File: src/rtl/crossy_pkg.sv
// Shared constants for the crossy game pipeline: car types, lane geometry,
// frame timing and the LFSR seed/taps reused by every random source.
package crossy_pkg;

  typedef logic [2:0] car_type_t;

  localparam car_type_t CAR_NONE   = 3'd0;

  localparam int          LANE_BITS  = 6;
  localparam int          MAX_RUN    = 3;
  localparam logic [9:0]  FRAME_LINE = 10'd480;

  // Fibonacci taps 16,14,13,11 expressed as bit positions 15,13,12,10.
  localparam logic [15:0] LFSR_SEED  = 16'hACE1;
  localparam logic [15:0] LFSR_TAPS  = 16'hB400;

  function automatic logic [15:0] lfsr_next(input logic [15:0] state,
                                            input logic [15:0] taps);
    return {state[14:0], ^(state & taps)};
  endfunction

endpackage

File: src/rtl/lane_generator_if.sv
// Renderer / game-state bus of the lane generator. The slave modport is the
// generator; the master modport is whoever drives raster, scroll and select.
interface lane_generator_if;
  import crossy_pkg::*;

  logic        game_over;
  logic        game_start;
  logic [2:0]  car_select;
  logic [9:0]  vaddr;
  logic [9:0]  haddr;
  logic [10:0] scrolladdr;
  car_type_t   car_type;
  logic        lane_shift;
  logic [7:0]  lanes_passed;

  modport slave (
    input  game_over,
    input  game_start,
    input  car_select,
    input  vaddr,
    input  haddr,
    input  scrolladdr,
    output car_type,
    output lane_shift,
    output lanes_passed
  );

  modport master (
    output game_over,
    output game_start,
    output car_select,
    output vaddr,
    output haddr,
    output scrolladdr,
    input  car_type,
    input  lane_shift,
    input  lanes_passed
  );

endinterface

File: src/rtl/lane_generator_lfsr16.sv
// 16-bit Fibonacci LFSR with enable; reloads SEED on synchronous reset.
// SEED must be non-zero or the register locks up at all-zeros.
module lfsr16
  import crossy_pkg::*;
#(
  parameter logic [15:0] SEED = LFSR_SEED
) (
  input  logic        clk,
  input  logic        sys_rst,
  input  logic        en_i,
  output logic [15:0] state_o
);

  logic [15:0] state_q;
  logic [15:0] state_d;

  always_comb begin
    state_d = state_q;
    if (en_i) begin
      state_d = lfsr_next(state_q, LFSR_TAPS);
    end
  end

  always_ff @(posedge clk) begin
    // NOTE: registers take non-blocking assignments so every flop samples
    // pre-edge values regardless of process ordering.
    if (!sys_rst) begin
      state_q <= SEED;
    end else begin
      state_q <= state_d;
    end
  end

  assign state_o = state_q;

endmodule

File: src/rtl/lane_generator.sv
// Lane table for the car renderer: shifts one lane per frame tick while the
// scroll position is ahead of the table, filling lane 0 with a random car type.
module lane_generator
  import crossy_pkg::car_type_t;
  import crossy_pkg::CAR_NONE;
  import crossy_pkg::LFSR_SEED;
#(
  parameter int          NUM_LANES  = 8,
  parameter int          LANE_BITS  = crossy_pkg::LANE_BITS,
  parameter int          MAX_RUN    = crossy_pkg::MAX_RUN,
  parameter logic [9:0]  FRAME_LINE = crossy_pkg::FRAME_LINE,
  parameter logic [15:0] SEED       = LFSR_SEED
) (
  input  logic             clk,
  input  logic             sys_rst,
  lane_generator_if.slave  bus
);

  localparam int               LANE_W    = 11 - LANE_BITS;
  localparam int               RUN_W     = $clog2(MAX_RUN + 1);
  localparam logic [RUN_W-1:0] RUN_LIMIT = RUN_W'(MAX_RUN);

  car_type_t          lane_tbl_q [NUM_LANES];
  car_type_t          lane_tbl_d [NUM_LANES];
  logic [LANE_W-1:0]  last_lane_q;
  logic [LANE_W-1:0]  last_lane_d;
  logic [RUN_W-1:0]   run_cnt_q;
  logic [RUN_W-1:0]   run_cnt_d;
  logic [7:0]         passed_q;
  logic [7:0]         passed_d;
  logic               lane_shift_q;
  logic               lane_shift_d;

  logic [15:0]        lfsr_state;
  logic [LANE_W-1:0]  scroll_lane;
  logic               frame_tick;
  logic               shift_en;
  car_type_t          new_type;

  logic               unused_lfsr;
  logic               unused_scroll;

  // The LFSR free-runs out of reset; game_start deliberately does not reseed it.
  lfsr16 #(
    .SEED (SEED)
  ) u_lfsr (
    .clk     (clk),
    .sys_rst (sys_rst),
    .en_i    (1'b1),
    .state_o (lfsr_state)
  );

  assign unused_lfsr   = ^lfsr_state[15:3];
  assign unused_scroll = ^bus.scrolladdr[LANE_BITS-1:0];

  assign scroll_lane = bus.scrolladdr[10:LANE_BITS];
  assign frame_tick  = (bus.vaddr == FRAME_LINE) && (bus.haddr == '0);
  assign shift_en    = frame_tick && !bus.game_over && (last_lane_q != scroll_lane);
  assign new_type    = (run_cnt_q == RUN_LIMIT) ? CAR_NONE : car_type_t'(lfsr_state[2:0]);

  always_comb begin
    // NOTE: every next-state signal gets its hold value first, so no path
    // through the branches below can leave one unassigned and infer a latch.
    lane_tbl_d   = lane_tbl_q;
    last_lane_d  = last_lane_q;
    run_cnt_d    = run_cnt_q;
    passed_d     = passed_q;
    lane_shift_d = 1'b0;

    if (bus.game_start) begin
      for (int i = 0; i < NUM_LANES; i++) begin
        lane_tbl_d[i] = CAR_NONE;
      end
      run_cnt_d   = '0;
      passed_d    = '0;
      last_lane_d = scroll_lane;
    end else if (shift_en) begin
      for (int i = NUM_LANES - 1; i > 0; i--) begin
        lane_tbl_d[i] = lane_tbl_q[i-1];
      end
      lane_tbl_d[0] = new_type;
      run_cnt_d     = (new_type == CAR_NONE) ? '0 : run_cnt_q + 1'b1;
      last_lane_d   = last_lane_q + 1'b1;
      passed_d      = (passed_q == 8'hFF) ? passed_q : passed_q + 8'd1;
      lane_shift_d  = 1'b1;
    end
  end

  always_ff @(posedge clk) begin
    if (!sys_rst) begin
      // NOTE: the table is a handful of flops rather than a RAM, so it is
      // cleared on reset like any other state.
      for (int i = 0; i < NUM_LANES; i++) begin
        lane_tbl_q[i] <= CAR_NONE;
      end
      last_lane_q  <= '0;
      run_cnt_q    <= '0;
      passed_q     <= '0;
      lane_shift_q <= 1'b0;
    end else begin
      lane_tbl_q   <= lane_tbl_d;
      last_lane_q  <= last_lane_d;
      run_cnt_q    <= run_cnt_d;
      passed_q     <= passed_d;
      lane_shift_q <= lane_shift_d;
    end
  end

  assign bus.car_type     = lane_tbl_q[bus.car_select];
  assign bus.lane_shift   = lane_shift_q;
  assign bus.lanes_passed = passed_q;

endmodule

File: src/flat_wrapper.sv
// flat-port wrapper written by rule: the top's interface ports become plain ports
module lane_generator_flat import crossy_pkg::car_type_t; import crossy_pkg::CAR_NONE; import crossy_pkg::LFSR_SEED;
#(
  parameter int          NUM_LANES  = 8,
  parameter int          LANE_BITS  = crossy_pkg::LANE_BITS,
  parameter int          MAX_RUN    = crossy_pkg::MAX_RUN,
  parameter logic [9:0]  FRAME_LINE = crossy_pkg::FRAME_LINE,
  parameter logic [15:0] SEED       = LFSR_SEED
)
  (clk, sys_rst, bus_game_over, bus_game_start, bus_car_select, bus_vaddr, bus_haddr, bus_scrolladdr, bus_car_type, bus_lane_shift, bus_lanes_passed);
  lane_generator_if bus_i ();
  input  logic clk;
  input  logic sys_rst;
  input wire logic [$bits(bus_i.game_over)-1:0] bus_game_over;
  input wire logic [$bits(bus_i.game_start)-1:0] bus_game_start;
  input wire logic [$bits(bus_i.car_select)-1:0] bus_car_select;
  input wire logic [$bits(bus_i.vaddr)-1:0] bus_vaddr;
  input wire logic [$bits(bus_i.haddr)-1:0] bus_haddr;
  input wire logic [$bits(bus_i.scrolladdr)-1:0] bus_scrolladdr;
  output wire logic [$bits(bus_i.car_type)-1:0] bus_car_type;
  output wire logic [$bits(bus_i.lane_shift)-1:0] bus_lane_shift;
  output wire logic [$bits(bus_i.lanes_passed)-1:0] bus_lanes_passed;
  assign bus_i.game_over = bus_game_over;
  assign bus_i.game_start = bus_game_start;
  assign bus_i.car_select = bus_car_select;
  assign bus_i.vaddr = bus_vaddr;
  assign bus_i.haddr = bus_haddr;
  assign bus_i.scrolladdr = bus_scrolladdr;
  assign bus_car_type = bus_i.car_type;
  assign bus_lane_shift = bus_i.lane_shift;
  assign bus_lanes_passed = bus_i.lanes_passed;
  lane_generator #(.NUM_LANES(NUM_LANES), .LANE_BITS(LANE_BITS), .MAX_RUN(MAX_RUN), .FRAME_LINE(FRAME_LINE), .SEED(SEED)) u_core (.clk(clk), .sys_rst(sys_rst), .bus(bus_i));
endmodule
File: config.mk
export PLATFORM = sky130hd
export DESIGN_NAME = lane_generator_flat
export DESIGN_NICKNAME = d
export VERILOG_FILES = /design/src/rtl/crossy_pkg.sv /design/src/rtl/lane_generator_if.sv /design/src/rtl/lane_generator_lfsr16.sv /design/src/rtl/lane_generator.sv /design/src/flat_wrapper.sv
export SDC_FILE = /design/constraint.sdc
export NUM_CORES = 1
export LEC_CHECK = 0
export ABC_AREA = 1
export CORE_UTILIZATION = 35
export DETAILED_ROUTE_END_ITERATION = 10
export PLACE_DENSITY = 0.61
export SETUP_SLACK_MARGIN = 0.3
export SYNTH_ARGS = -nofsm -noshare
export SYNTH_HDL_FRONTEND = slang
export SYNTH_SLANG_ARGS = --single-unit
File: constraint.sdc
create_clock -name clk -period 1.7 [get_ports clk]
set_clock_uncertainty 0.05 [all_clocks]
set_input_delay 0.34 -clock clk [delete_from_list [all_inputs] [get_ports clk]]
set_output_delay 0.34 -clock clk [all_outputs]
set_load 0.05 [all_outputs]
# [Word-level counts from Yosys, hierarchy flattened]
# Cells that the tools add are included.
# W data, S select, Z words.
[totals] wordCells=42 register_bits=56
[op_classes] muxes=8 add_sub_neg=3 eq_ne=4 bitwise=3 n_reduce_logical=10 order_cmp=1
[op_table] operator="$reduce_xor A16 Y1" count=1
[op_table] operator="$eq A10 B9 Y1 const B" count=1
[op_table] operator="$logic_not A10 Y1" count=1
[op_table] operator="$mux W5" count=2
[op_table] operator="$bmux W3 S3" count=1
[op_table] operator="$mux W3" count=3
[op_table] operator="$add A8 B1 Y8 const B" count=1
[op_table] operator="$eq A8 B8 Y1 const B" count=1
[op_table] operator="$add A5 B1 Y5 const B" count=1
[op_table] operator="$ne A5 B5 Y1" count=1
[op_table] operator="$ge A4 B4 Y1 const B" count=1
[op_table] operator="$not A3 Y4" count=1
[op_table] operator="$logic_and A1 B1 Y1" count=3
[op_table] operator="$logic_not A3 Y1" count=1
[op_table] operator="$add A2 B1 Y2 const B" count=1
[op_table] operator="$eq A2 B2 Y1 const B" count=1
[op_table] operator="$mux W2" count=1
[op_table] operator="$not A1 Y1" count=2
[op_table] operator="$reduce_and A2 Y1" count=1
[op_table] operator="$reduce_bool A2 Y1" count=1
[op_table] operator="$reduce_or A2 Y1" count=1
[op_table] operator="$logic_not A1 Y1" count=1
[op_table] operator="$mux W1" count=1

# [Depth between registers and ports, before layout]
[depth] word_depth=6 mapped_depth=11

# [Modules after synthesis]
# Synthesis repeated with hierarchy kept, for this count alone.
[hier_totals] hier_cells=440 area_unflattened_um2=2875.3
[by_module_without_submodules] mod="lane_generator" instances=1 area_per_inst_um2=2248.4 cells_per_inst=358 seq_area_each_um2=800.8
[by_module_without_submodules] mod="lfsr16" instances=1 area_per_inst_um2=626.9 cells_per_inst=82 seq_area_each_um2=320.3

# [Worst setup path before layout]
# No wires, ideal clock.
[synth_path] path_kind="input -> output" startpoint="input bus_car_select[0]" endpoint="output bus_car_type[1]" path_stages=6 required_time_ns=1.310 path_buffers=1 arrival_ns=1.353 setup_slack_ns=-0.043 path_cell_list="inv_1 > clkbuf_1 > nor2_1 > o32ai_1 > nand2_1 > nand2_1"
[synth_between] elab_chain_cells=4
[synth_rtl] element="from (decl)" line="flat_wrapper.sv:16" text="input wire logic [$bits(bus_i.car_select)-1:0] bus_car_select;"
[synth_rtl] element="$not A3 Y4 (not written as such)" line="lane_generator.sv:109" text="assign bus.car_type = lane_tbl_q[bus.car_select];"
[synth_rtl] element="$bmux W3 S3" line="lane_generator.sv:109"
[synth_rtl] element="$mux W3 (not written as such) (2 in series)" line="lane_generator.sv:109"
[synth_rtl] element="to (decl)" line="flat_wrapper.sv:20" text="output wire logic [$bits(bus_i.car_type)-1:0] bus_car_type;"
# No other way between the ends. The select of a mux whose other input is x is not followed.

# [Final worst setup path]
[layout_path] startpoint="register u_core.lane_tbl_q[16] (netlist bit)" endpoint="output bus_car_type[1]"
[layout_between] elab_chain_cells=3
[layout_rtl] element="from (decl)" line="lane_generator.sv:23" text="car_type_t lane_tbl_q [NUM_LANES];"
[layout_rtl] element="from (signal assigned)" line="lane_generator.sv:101" text="lane_tbl_q <= lane_tbl_d;"
[layout_rtl] element="$bmux W3 S3" line="lane_generator.sv:109"
[layout_rtl] element="$mux W3 (not written as such) (2 in series)" line="lane_generator.sv:109"
# No other way between the ends. The select of a mux whose other input is x is not followed.

==> run summary <==
Ports: 50
slew margin rel.: 0.782
clock slew at the register clock pins of the worst setup and hold paths: 90 ps
hold path depth: 1
area of the die: 0.00808 mm2
vias in the first global route: 2,612
area leader, netlist: dfxtp_1
1st-pass router iterations: 4
Synth area leaders: dfxtp_1, nor2_1, nand2_1
status: finished with violations
Syn Std Cell Area: 0.00270 mm2
worst slew pin tran: 324 ps
Critical Path RT: 1310 ps
multi-input combinational cell area: 0.00179 mm2
Setup WS post-layout: -10.2 ps
Hold Violations, Final: 0
Syn Area/Cell: 6.83 um2
worst skew pair latency: 300 ps
Iter 0 DRT Violations: 56
Die H: 89.9 um
Filler Cell Count: 654
Hold Path Class: reg2reg
count of non-filler cells in the finished layout: 582
reg-to-reg critical path endpoint: u_core.run_cnt_q[0]
Synth Net Count: 437
clk buf depth: 2
Worst Path Buf+Inv: 1
register area share after synthesis: 0.415
crit path launch type: flip-flop
CTS tree: built
GRT Overall Usage: 0.169
f_max: 585 MHz
fin crit period: 1710 ps
Syn Inst Count: 396
total CTS buffers: 5
root buffer cell: clkbuf_8
total area of sequential cells: 0.00117 mm2
antenna violations before repair: 0
grt ovf: 0
Post-DRT Antenna Nets: 0
row count: 31
failing checks: setup timing
drt wl/cell: 12.2 um
r2r setup slk: 170 ps
# setup viols final: 1
Worst Setup SP: u_core.lane_tbl_q[16]
# diodes: 0
Max Cap Viol: 0
Yosys top cell area share: 0.415
Initial Util: 0.367
crit path to: bus_car_type[1]
crit-path max FO: 3
Final nets: 524
Critical Path Stages: 5
CP Capture Type: output pin
dpl cells: 543
crit share post-route: 1.01
via/cell ratio: 4.74
DRC: 0
Final HPWL DP: 4.16 mm
#FFs+latches synth: 56
Top Family by Delay on Critical Path: flip-flops
slowest CP cell: dfxtp_1
R2R depth: 10
Pleak: 1.91 nW
first-pass GRT wire length: 11.4 mm
Pins Over Slew Limit: 0
layout cells sized above 1: 0.431
largest net degree at the start of global routing: 34
via count: 2,761
YS warnings: 0
RSZ-0062 raised after global routing: true
Synth cell types: 26
VDD IR max: 0.451 mV
CTS Sinks: 56
PwrDens: 588 mW/mm2
H-tree lvl count: 2
crit-path cells: o21ai_0 -> o32ai_1 -> nand2_1 -> nand2_4 -> buf_12
Place WS: -363 ps
Arr. time, crit path: 1320 ps
Die X: 89.9 um
max incr delay on CP: 430 ps
routability cong.: 0.779
final wirelength: 7.09 mm
Core ar.: 0.00737 mm2
PortBufs: 43
R2R Path Start: u_core.last_lane_q[0]
critical setup path kind: reg2out
area growth from synthesis to layout: 62.5%
final cells by class:
class	count	share of cell area
clock buffer	6	0.0165
sequential	56	0.266
timing repair buffer	91	0.221
multi-input combinational	282	0.408
tap	99	0.0282
timing repair inverter	2	0.00569
inverter	45	0.0481
clock inverter	1	0.00683
per-layer routing:
| layer | routed length [um] | GRT usage |
|---|---|---|
| met1 | 3100 | 0.208 |
| met2 | 3720 | 0.296 |
| met3 | 209 | 0.0381 |
| met4 | 60 | 0.0497 |
| met5 | 0 | 0 |
power by group:
part	total, mW	internal (mW)	switching (mW)
Sequential	1.35	1.34	0.0190
Clock	0.833	0.432	0.400
Combinational	0.398	0.193	0.204
worst min-delay path by stage:
stage / slack [ps] / to / startpoint
after CTS: 370 / u_core.u_lfsr.state_o[15] / u_core.u_lfsr.state_o[14]
after global placement: 340 / u_core.u_lfsr.state_o[8] / u_core.u_lfsr.state_o[7]
after detailed placement: 350 / u_core.u_lfsr.state_o[15] / u_core.u_lfsr.state_o[14]
after global routing: 380 / u_core.u_lfsr.state_o[7] / u_core.u_lfsr.state_o[6]
after floorplan: 340 / u_core.u_lfsr.state_o[12] / u_core.u_lfsr.state_o[11]
final: 370 / u_core.u_lfsr.state_o[15] / u_core.u_lfsr.state_o[14]
Yosys cell counts:
master and instances:
nor3_1 2, xor2_1 3, o21ai_0 39, nor2_1 99
nand2_1 71, ha_1 3, o32ai_1 6, a21oi_1 8
nor2_8 1, buf_2 3, inv_2 1, nand4_1 4
clkbuf_2 1, clkinv_1 1, nor2_2 12, nand3_2 1
or2_2 7, inv_1 42, dfxtp_1 56, buf_6 3
nand3_1 20, nand2_8 1, xnor2_1 2, nand3b_1 2
inv_8 1, clkbuf_1 7
per-stage QoR:
step	power (mW)	hold slack, ps	setup TNS, ps	area [um2]	utilization
finish	2.58	368	-10.2	4390	0.596
global route	2.72	383	-258	4390	0.596
CTS	2.58	369	-0.247	4020	0.546
detailed placement	1.73	347	-13410	3420	0.465
global placement	1.72	345	-11250	3420	0.465
floorplan	1.57	340	0	2790	-
sequential cells by signal (all words and copies together), names as in the netlist:
| register | flops |
|---|---|
| u_core.bus.lane_shift | 1 |
| u_core.bus.lanes_passed | 8 |
| u_core.lane_tbl_q | 24 |
| u_core.last_lane_q | 5 |
| u_core.run_cnt_q | 2 |
| u_core.u_lfsr.state_o | 16 |
placed cells by master (no fill, tap or decap), types with 2 or more instances in the layout:
| master | n |
|---|---|
| buf_12 | 11 |
| o21ai_1 | 17 |
| nand3_2 | 6 |
| nand4_1 | 4 |
| inv_12 | 2 |
| nand3_4 | 5 |
| nor2_4 | 20 |
| buf_6 | 9 |
| nand3_1 | 10 |
| a21oi_1 | 2 |
| clkdlybuf4s50_1 | 2 |
| nor2_1 | 74 |
| nand2_2 | 10 |
| o21ai_2 | 9 |
| dlygate4sd2_1 | 8 |
| nand2_1 | 51 |
| inv_1 | 39 |
| xor2_1 | 3 |
| dfxtp_2 | 19 |
| nand3b_1 | 2 |
| or2_2 | 7 |
| dfxtp_1 | 31 |
| a21oi_2 | 6 |
| nand2_8 | 4 |
| buf_4 | 34 |
| o32ai_1 | 5 |
| inv_2 | 3 |
| nand2_4 | 8 |
| clkbuf_8 | 5 |
| nor2_2 | 17 |
| dfxtp_4 | 6 |
| clkbuf_2 | 9 |
| ha_1 | 2 |
| buf_16 | 3 |
| clkdlybuf4s15_1 | 9 |
| o21ai_0 | 13 |
| buf_8 | 3 |
what timing repair did:
item | in CTS | in global routing
resized for setup | 144 | 94
endpoints found under the setup margin | 43 | 43
buffers inserted | 18 | 7
hold endpoints to repair | 0 | 0
pin swaps | 94 | 53
hold buffers | 0 | 0
cloned | 5 | 2
kinds of logic (layout without fill, tap and decap cells):
family                   count (synthesis)  count (layout)  share of synthesized area
buffers and inverters                   59             145                     0.0949
adder cells (fa/ha/maj)                  3               3                     0.0139
AND/OR/NAND/NOR                        220             221                      0.354
XOR/XNOR                                 5               5                     0.0162
AO/OA/AOI/OAI                           53              53                      0.106
flip-flops                              56              56                      0.415
Note: power is estimated with default switching activity, not from simulation.
